**src/rtl/qtps_issue_queue.sv**
```systemverilog
// qtps_issue_queue
//   Instruction issue queue that sits between an upstream fetch stage and the
//   core. Instructions are stored in a circular FIFO. When the core flags the
//   last issued instruction as illegal, the queue flushes and halts. It blames
//   the most recently popped instruction and counts the event in a saturating
//   counter. A resume request leaves the halted state with an empty queue.
//
// Ports
//   clk          : clock, rising edge
//   rst_n        : synchronous active-low reset
//   s_valid      : upstream instruction valid
//   s_ready      : queue can accept an instruction
//   s_instr      : upstream instruction
//   m_valid      : head instruction offered to the core
//   m_ready      : core accepts the head instruction
//   m_instr      : head-of-queue instruction
//   core_illegal : core flags the last issued instruction as illegal
//   resume       : request to leave the halted state
//   level        : current occupancy
//   halted       : queue is in the halted state
//   fault_instr  : instruction blamed for the last illegal event
//   illegal_cnt  : saturating count of illegal events
module qtps_issue_queue #(
  parameter int INSTR_W = 32,
  parameter int DEPTH   = 8,
  parameter int CNT_W   = $clog2(DEPTH + 1)
) (
  input  logic               clk,
  input  logic               rst_n,
  input  logic               s_valid,
  output logic               s_ready,
  input  logic [INSTR_W-1:0] s_instr,
  output logic               m_valid,
  input  logic               m_ready,
  output logic [INSTR_W-1:0] m_instr,
  input  logic               core_illegal,
  input  logic               resume,
  output logic [CNT_W-1:0]   level,
  output logic               halted,
  output logic [INSTR_W-1:0] fault_instr,
  output logic [15:0]        illegal_cnt
);

  localparam int PTR_W = $clog2(DEPTH);

  typedef enum logic {
    ST_RUN  = 1'b0,
    ST_HALT = 1'b1
  } state_e;

  state_e             state_q, state_d;
  logic [PTR_W-1:0]   wr_ptr_q, wr_ptr_d;
  logic [PTR_W-1:0]   rd_ptr_q, rd_ptr_d;
  logic [CNT_W-1:0]   level_q, level_d;
  logic [INSTR_W-1:0] last_issued_q, last_issued_d;
  logic [INSTR_W-1:0] fault_instr_q, fault_instr_d;
  logic [15:0]        illegal_cnt_q, illegal_cnt_d;
  logic [INSTR_W-1:0] mem_q [DEPTH];

  logic in_run;
  logic push;
  logic pop;

  // Handshakes are gated by reset and by core_illegal so nothing transfers
  // in a flush cycle.
  assign in_run  = rst_n && (state_q == ST_RUN) && !core_illegal;
  assign s_ready = in_run && (level_q < CNT_W'(DEPTH));
  assign m_valid = in_run && (level_q != '0);
  assign push    = s_valid && s_ready;
  assign pop     = m_valid && m_ready;

  assign m_instr     = mem_q[rd_ptr_q];
  assign level       = level_q;
  assign halted      = (state_q == ST_HALT);
  assign fault_instr = fault_instr_q;
  assign illegal_cnt = illegal_cnt_q;

  always_comb begin
    state_d       = state_q;
    wr_ptr_d      = wr_ptr_q;
    rd_ptr_d      = rd_ptr_q;
    level_d       = level_q;
    last_issued_d = last_issued_q;
    fault_instr_d = fault_instr_q;
    illegal_cnt_d = illegal_cnt_q;
    case (state_q)
      ST_RUN: begin
        if (core_illegal) begin
          state_d       = ST_HALT;
          wr_ptr_d      = '0;
          rd_ptr_d      = '0;
          level_d       = '0;
          fault_instr_d = last_issued_q;
          if (illegal_cnt_q != '1) begin
            illegal_cnt_d = illegal_cnt_q + 16'd1;
          end
        end else begin
          if (push) begin
            wr_ptr_d = wr_ptr_q + PTR_W'(1);
          end
          if (pop) begin
            rd_ptr_d      = rd_ptr_q + PTR_W'(1);
            last_issued_d = mem_q[rd_ptr_q];
          end
          if (push && !pop) begin
            level_d = level_q + CNT_W'(1);
          end else if (pop && !push) begin
            level_d = level_q - CNT_W'(1);
          end
        end
      end
      default: begin
        if (resume) begin
          state_d  = ST_RUN;
          wr_ptr_d = '0;
          rd_ptr_d = '0;
          level_d  = '0;
        end
      end
    endcase
  end

  always_ff @(posedge clk) begin
    if (!rst_n) begin
      state_q       <= ST_RUN;
      wr_ptr_q      <= '0;
      rd_ptr_q      <= '0;
      level_q       <= '0;
      last_issued_q <= '0;
      fault_instr_q <= '0;
      illegal_cnt_q <= '0;
    end else begin
      state_q       <= state_d;
      wr_ptr_q      <= wr_ptr_d;
      rd_ptr_q      <= rd_ptr_d;
      level_q       <= level_d;
      last_issued_q <= last_issued_d;
      fault_instr_q <= fault_instr_d;
      illegal_cnt_q <= illegal_cnt_d;
    end
  end

  // Storage carries no reset; push already implies rst_n=1.
  always_ff @(posedge clk) begin
    if (push) begin
      mem_q[wr_ptr_q] <= s_instr;
    end
  end

endmodule

```
**config.mk**
```make
export PLATFORM = sky130hd
export DESIGN_NAME = qtps_issue_queue
export DESIGN_NICKNAME = d
export VERILOG_FILES = /design/src/rtl/qtps_issue_queue.sv
export SDC_FILE = /design/constraint.sdc
export NUM_CORES = 1
export LEC_CHECK = 0
export CORE_MARGIN = 1
export CORE_UTILIZATION = 54
export CTS_BUF_LIST = sky130_fd_sc_hd__clkbuf_8
export CTS_CLUSTER_SIZE = 10
export DETAILED_ROUTE_END_ITERATION = 6
export HOLD_SLACK_MARGIN = 0.05
export PLACE_DENSITY = 0.91
export RECOVER_POWER = 100
export SETUP_SLACK_MARGIN = 0.05
export SYNTH_ARGS = -nofsm -noshare
export SYNTH_HDL_FRONTEND = slang
export SYNTH_SLANG_ARGS = --single-unit
```
**constraint.sdc**
```tcl
create_clock -name clk -period 4.49 [get_ports clk]
set_input_delay 1.347 -clock clk [delete_from_list [all_inputs] [get_ports clk]]
set_output_delay 1.347 -clock clk [all_outputs]
set_load 0.05 [all_outputs]
```
# After elaboration in Yosys (flattened, before gate mapping)
# Memories as Yosys holds them, arrays and structs flattened. A register that Yosys moved wholly into a read port is not among the register bits.
# Cells that the tools add are included.
# op_classes
addsub	5
n_lt_le_gt_ge	1
n_eq_ne	2
mux	19
bitwise	2
reduce_logical	21
# ops
cell	count
2-to-1 mux 3 bit	9
2-to-1 mux 4 bit	5
adder 16 x 1 -> 16 bit, second input constant	1
inequality test 16 bit, second input constant	1
logical AND 1 bit	8
AND reduction 2 bit	4
nonzero test 4 bit	2
adder 3 x 1 -> 3 bit, second input constant	2
AND reduction 3 bit	2
nonzero test 3 bit	2
2-to-1 mux 1 bit	5
adder 4 x 1 -> 4 bit, second input constant	1
less-than comparator 4 bit, second input constant	1
subtractor 4 x 1 -> 4 bit, second input constant	1
logical NOT 1 bit	3
inequality test 2 bit, second input constant	1
NOT 1 bit	2
# totals
register_bits	91
ramBits	256
in_bits	38
out_inout_bits	87
wordCells	58
memories	1
# mem_list
name	words	word_bits	read_ports	rd_ports_with_merged_regs	write_ports	line_no	source
mem_q	8	32	1	1	1	58	logic [INSTR_W-1:0] mem_q [DEPTH];

# Longest topological paths before layout
# Gate-level depths: netlist (run 1).
# depth
ltp_word	11
mapped_depth	10
ltp_nobuf	9

# Worst setup path before layout (run 1)
# OpenSTA, ideal clock, no wires.
# synth_path
kind	input -> register
startpoint	input port core_illegal
endpoint	memory mem_q[0][0], enable pin
setup_ns	0.461
t_arrival_ns	5.971
required_ns	4.029
path_slack_ns	-1.942
cell_stages	5
n_path_buf	1
path_cell_list	nor4b_1 -> and2_0 -> buf_2 -> nand2b_1 -> nor3_1
# synth_between
elab_chain_len	6
# synth_rtl
item	line_no	source
start: declaration	36	input logic core_illegal,
logical NOT 1 bit	66	assign in_run = rst_n && (state_q == ST_RUN) && !core_illegal;
logical AND 1 bit	66	
logical AND 1 bit	67	assign s_ready = in_run && (level_q < CNT_W'(DEPTH));
logical AND 1 bit	69	assign push = s_valid && s_ready;
2-to-1 mux 1 bit	145	if (push) begin
2-to-1 mux 1 bit (not written as such)	146	mem_q[wr_ptr_q] <= s_instr;
end: declaration	58	
# Every way passes these cells.

==> results of run 1 <==
## worst paths after layout
kind              slack, ns              to        startpoint
hold / removal         0.45  fault_instr[4]  last_issued_q[4]
setup / recovery       0.16     m_instr[26]              flop
setup reg to reg       1.31     mem_q[5][0]          level[3]
hold reg to reg        0.45  fault_instr[4]  last_issued_q[4]
## area by class of cell
type / instances / area share
sequential: 350 / 0.592
antenna: 4 / 0.000618
clock inverter: 45 / 0.0139
multi-input combinational: 412 / 0.228
tap: 324 / 0.0250
inverter: 7 / 0.00162
clock buffer: 55 / 0.0468
timing repair buffer: 156 / 0.0922
## metal layers
metal	up-vias	track usage	part of all wire	routed length, um
met4	4	0.114	0.026	794
met3	74	0.0468	0.076	2340
met1	4058	0.301	0.37	11400
met2	380	0.421	0.52	16100
li1	3484	-	-	-
met5	-	0	0.00065	20
## flip-flops by register name, indices dropped and copies added (netlist names), named ones only
register and cells:
halted 1, last_issued_q 32, mem_q 256, illegal_cnt 16, fault_instr 32, level 4, wr_ptr_q 3, rd_ptr_q 3
## logic make-up (layout without fill, tap and decap cells)
family                     count (synthesis)  after routing  synth area share
xor gates and xnor gates                   1              1          0.000651
adders and majority gates                  7              7           0.00707
DFF                                      350            350             0.711
buffers and inverters                     51            263            0.0158
AOI/OAI and AO/OA                        112            112            0.0578
other                                      0              4                 0
and+or+nand+nor                          191            191            0.0698
muxes                                    101            101             0.138
## worst register-to-register path, cell delays in order (launching register included)
cell and delay, ns:
dfxtp_1 0.36, nor4b_1 0.39, and2_0 0.33, nand2_1 0.21, nor2_1 0.86, clkbuf_2 0.66
## power breakdown
group | total [mW] | leakage (nW) | switching, mW | internal, mW
registers | 3.50 | 3.06 | 0.0153 | 3.48
logic | 0.273 | 1.80 | 0.183 | 0.0905
clock network | 2.39 | 0.561 | 1.19 | 1.20
total | 6.16 | 5.42 | 1.38 | 4.78
## metrics by stage
stage | instance area [sq um] | hold WS, ns | setup TNS (ns) | setup WS (ns)
2_1_floorplan | 13500 | 0.432 | -34.67 | -0.194
3_3_place_gp | 15300 | 0.438 | 0 | 0.529
3_5_place_dp | 15300 | 0.446 | 0 | 0.488
4_1_cts | 16300 | 0.455 | 0 | 0.139
5_1_grt | 16200 | 0.466 | 0 | 0.0660
6_report | 16200 | 0.453 | 0 | 0.162
## cell usage after synthesis, types with 4 or more instances
library cell | number | area [sq um]
a21oi_1 | 51 | 255
or4_1 | 5 | 37.5
dfxtp_1 | 94 | 1880
clkbuf_1 | 28 | 105
a211oi_1 | 5 | 37.5
nand2b_1 | 40 | 250
nor3_1 | 11 | 55.1
ha_1 | 6 | 75.1
mux2_2 | 32 | 360
buf_1 | 4 | 15.0
nand3_1 | 12 | 60.1
edfxtp_1 | 256 | 7690
nor2_1 | 21 | 78.8
buf_2 | 11 | 55.1
a21bo_2 | 32 | 320
inv_1 | 6 | 22.5
and3_1 | 5 | 31.3
mux2i_1 | 5 | 50.1
o21ai_0 | 9 | 45.0
mux4_2 | 64 | 1440
nand2_1 | 79 | 297
## timing repair
action                                  CTS  global route
gates resized for setup                   0             0
endpoints found under the hold margin     0             0
setup buffers                             1             0
endpoints found under the setup margin   14             0
==> impl_results.md, run 1 <==
- P&R area growth vs syn: 20.3%
- Largest net degree at the start of global routing: 52
- Mean Syn Cell Area: 16.5 sq um
- GRT Residual Overflow: 0
- Max_slew headroom: -0.421
- Commonest cells after routing, fill and taps aside: edfxtp_1 (256), dlygate4sd3_1 (117), dfxtp_1 (91), nand2_1 (79), mux4_2 (64)
- WP data arrival: 2.98 ns
- Worst-margin pin slew: 2.13 ns
- Crit path largest cell delay: 0.78 ns
- First-pass GRT wire length: 46,900 um
- Cts bufs inserted: 53
- Cell family with most CP delay: buffers and inverters
- CP Launch Type: flop
- Dominant synthesized flop cell: edfxtp_1
- # clock sinks: 350
- Pleak: 5.42 nW
- Slew Limit Fails: 97
- Die width: 160 um
- CTS Buffer Depth: 3
- Total power: 6.16 mW
- Post-Synthesis Cell Area: 13,500 sq um
- Rows: 57
- Clock-pin slew on the worst setup and hold paths: 0.06 ns
- Fin cells: 1,353
- Clk_lat worst skew: 0.58 ns
- Vias in the first global route: 8,379
- Synthesis Warnings: 0
- H-tree levels: 2
- Worst path slowest cell: dlygate4sd3_1
- Initial antenna violation count: 5
- Initial DRC Count: 770
- Post-CTS Hold Buffers: 0
- IO Pins: 125
- R2R depth: 5
- Sequential standard cell area: 9580 sq um
- Power Density: 381 nW/um^2
- Status: finished, violations left
- Crit share post-route: 0.964
- Seq cells post-synth: 350
- Maximum vdd drop: 0.000216 V
- Die Y: 160 um
- Syn Nets: 858
- Fmax: 0.231 GHz
- CTS root buffer: clkbuf_8
- Worst Path Required: 3.14 ns
- Worst-path fanout max: 13
- Routed WL: 30,700 um
- HP Class: reg -> reg
- Post-synth EDFFs: 256
- TritonRoute pass-1 iters: 7
- Failing checks: capacitance limit, slew limit
- # port buffers: 124
- Fill cell count: 1,565
- Sequential fraction of the synthesis area: 0.711
- Initial Utilization: 0.552
- RSZ-0062 raised after global routing: false
- Placed cells: 1,248
- Tot GR Track Use: 0.245
- Async SR Flop Fraction: 0
- Util after Layout: 0.664
- Max-Cap Viols: 3
- Kind of critical path: reg -> out
- Hold path depth: 2
- Cell chain of the critical path: buf_4 > mux4_2 > mux2_2 > dlygate4sd3_1
- Mapped Cells: 813
- Critical path depth: 4
- Post-DP HPWL: 18,800 um
- Share of cells above drive strength 1: 0.223
- Multi-input logic area: 3690 sq um
- Post-DR wirelength/cell: 22.7 um
- Number of library cell types mapped by synthesis: 45
- Die area: 25,600 sq um
- Core box area: 24,400 sq um
- Final Hold Vio Count: 0
- Nets: 1,025
- Final setup vio count: 0
- Most common cell after layout, fill and taps aside: edfxtp_1
- CTS tree: done
- Routability congestion estimate from global placement: 0.847
- Residual DRC count: 0
- Min cycle time layout: 4.33 ns
- Via density: 5.91
- Number of buffers and inverters on the critical path: 2
- Clock Skew: 0.0265 ns
- Vias: 8,000
- Final ANT Viol Nets: 0
- CP Capture Type: output pin
Note: power is estimated with default switching activity, not from simulation.
==> inputs of run 2 (changes only) <==
--- a/config.mk
+++ b/config.mk
@@ -8,6 +8,7 @@
 export CORE_MARGIN = 1
 export CORE_UTILIZATION = 54
 export CTS_BUF_LIST = sky130_fd_sc_hd__clkbuf_8
+export CTS_CLUSTER_DIAMETER = 60
 export CTS_CLUSTER_SIZE = 10
 export DETAILED_ROUTE_END_ITERATION = 6
 export HOLD_SLACK_MARGIN = 0.05
==> run 2 against run 1 <==
Effect of this change:
- the flow still finishes with violations (capacitance limit, slew limit)
- maximum frequency fell by 0.16%
- clock-buffer cell count shrank 13
- clock power shrank 19%
- worst hold slack gained 0.00094 ns
- total power fell by 7.3%
- cell count shrank 1.8%
- non-clock buffer count stayed put
- critical endpoint is now m_instr[21]
- largest cell class unchanged
==> impl_results.md, run 2 (same netlist as run 1, synthesis figures left out) <==
- Via density: 5.97
- Fin cells: 1,328
- Die width: 160 um
- R2R Path Start: level[3]
- Die area: 25,600 sq um
- HP Class: reg -> reg
- P&R area growth vs syn: 18.4%
- R2R depth: 5
- Fin worst setup slack: 0.155 ns
- Die Y: 160 um
- Clock-pin slew on the worst setup and hold paths: 0.07 ns
- Clk network pwr share: 0.340
- Worst-path fanout max: 13
- Biggest register: mem_q
- Maximum vdd drop: 0.000198 V
- Max reg flops: 256
- Kind of critical path: reg -> out
- Core box area: 24,400 sq um
- WP data arrival: 2.99 ns
- CTS tree: done
- Final Hold Vio Count: 0
- Post-DP Area: 15,300 sq um
- RSZ-0062 raised after global routing: false
- Failing checks: capacitance limit, slew limit
- CP Launch Type: flop
- Residual DRC count: 0
- Final ANT Viol Nets: 0
- Gate power share: 0.048
- TritonRoute pass-1 iters: 7
- Rows: 57
- Max_slew headroom: -0.419
- Vias in the first global route: 8,212
- First-pass GRT wire length: 46,300 um
- Fmax: 0.231 GHz
- H-tree levels: 2
- Commonest cells after routing, fill and taps aside: edfxtp_1 (256), dlygate4sd3_1 (118), dfxtp_1 (91), nand2_1 (79), mux4_2 (64)
- Crit share post-route: 0.965
- Pleak: 5.34 nW
- Util after Layout: 0.653
- Routability congestion estimate from global placement: 0.847
- Hold path depth: 2
- Hold Crit Start: last_issued_q[4]
- # port buffers: 124
- Seq pwr share: 0.612
- Sw Ratio: 0.221
- CTS root buffer: clkbuf_8
- Placed cells: 1,248
- Post_cts resized: 0
- IO Pins: 125
- CTS Buffer Depth: 3
- Most common cell after layout, fill and taps aside: edfxtp_1
- Post-DR wirelength/cell: 22.8 um
- Worst-margin pin slew: 2.13 ns
- Max-Cap Viols: 2
- Initial DRC Count: 942
- Pint: 4.45 mW
- Clk_lat worst skew: 0.55 ns
- Vias: 7,924
- Cell area after layout: 15,900 sq um
- Min cycle time layout: 4.33 ns
- Slew Limit Fails: 74
- CP Capture Type: output pin
- Final setup vio count: 0
- Largest net degree at the start of global routing: 52
- Clock Skew: 0.0169 ns
- Nets: 1,013
- Power Density: 359 nW/um^2
- Worst Path Required: 3.14 ns
- Share of cells above drive strength 1: 0.209
- Initial Utilization: 0.552
- Post-DP HPWL: 18,800 um
- Tot GR Track Use: 0.241
- Net Sw Power: 1.26 mW
- Initial antenna violation count: 7
- GRT Residual Overflow: 0
- DP Worst Slack: 0.488 ns
- Routed WL: 30,300 um
- Status: finished, violations left
- # clock sinks: 350
- Cts bufs inserted: 41
[run 2: changes by cell type in the layout (fill, tap and decap cells not counted), sizes merged]
cell           change
dlygate4sd3        +1
bufinv             -1
clkinv            -28
buf                -1
clkinvlp           -1
inv               +18
clkbuf            -12
clkdlybuf4s50      -1
[run 2: final cells by class]
| class | count | area (sq um) |
|---|---|---|
| flip-flops and latches | 350 | 9580 |
| repair buffers | 156 | 1490 |
| clock buffers | 42 | 578 |
| multi-input cells | 412 | 3710 |
| fillers | 1635 | 8460 |
| clock inverters | 33 | 135 |
| diodes | 4 | 10.0 |
| inverters | 7 | 26.3 |
| well taps | 324 | 405 |
[run 2: power by group through the flow]
stage / clock, mW / sequential, mW / combinational, mW
final: 1.94 / 3.50 / 0.272
after global routing: 2.12 / 3.50 / 0.290
after CTS: 1.97 / 3.50 / 0.287
after detailed placement: 0 / 3.57 / 0.285
after global placement: 0 / 3.57 / 0.275
after floorplan: 0 / 3.59 / 0.132
[run 2: final timing paths]
kind                                        to  slack [ns]
worst max-delay path               m_instr[21]        0.16
worst min-delay path            fault_instr[4]        0.45
worst max register to register     mem_q[5][3]        1.25
worst min register to register  fault_instr[4]        0.45
[run 2: per-stage QoR]
step                setup TNS [ns]  power (mW)  hold WS, ns
finish                           0        5.71        0.454
global route                     0        5.90        0.468
CTS                              0        5.75        0.456
detailed placement               0        3.85        0.446
global placement                 0        3.84        0.438
floorplan                   -34.67        3.72        0.432
[run 2: routing by layer]
metal  vias to the layer above  wire [um]  track usage  part of all wire
met5                         -         20            0           0.00066
met4                         4        808       0.0978             0.027
met3                        78       2650       0.0473             0.087
met2                       434      15500        0.413              0.51
met1                      3956      11300        0.303              0.37
li1                       3452          -            -                 -
[run 2: repair_timing]
item / 4_1_cts / 5_1_grt
setup buffers: 1 / 0
endpoints found under the setup margin: 5 / 0
hold buffers: 0 / 0
[run 2: worst max-delay path, stage by stage, from the launching register on]
cell and delay [ns]:
dfxtp_4 0.55, buf_4 0.27, mux4_2 0.52, mux2_2 0.31
dlygate4sd3_1 0.78
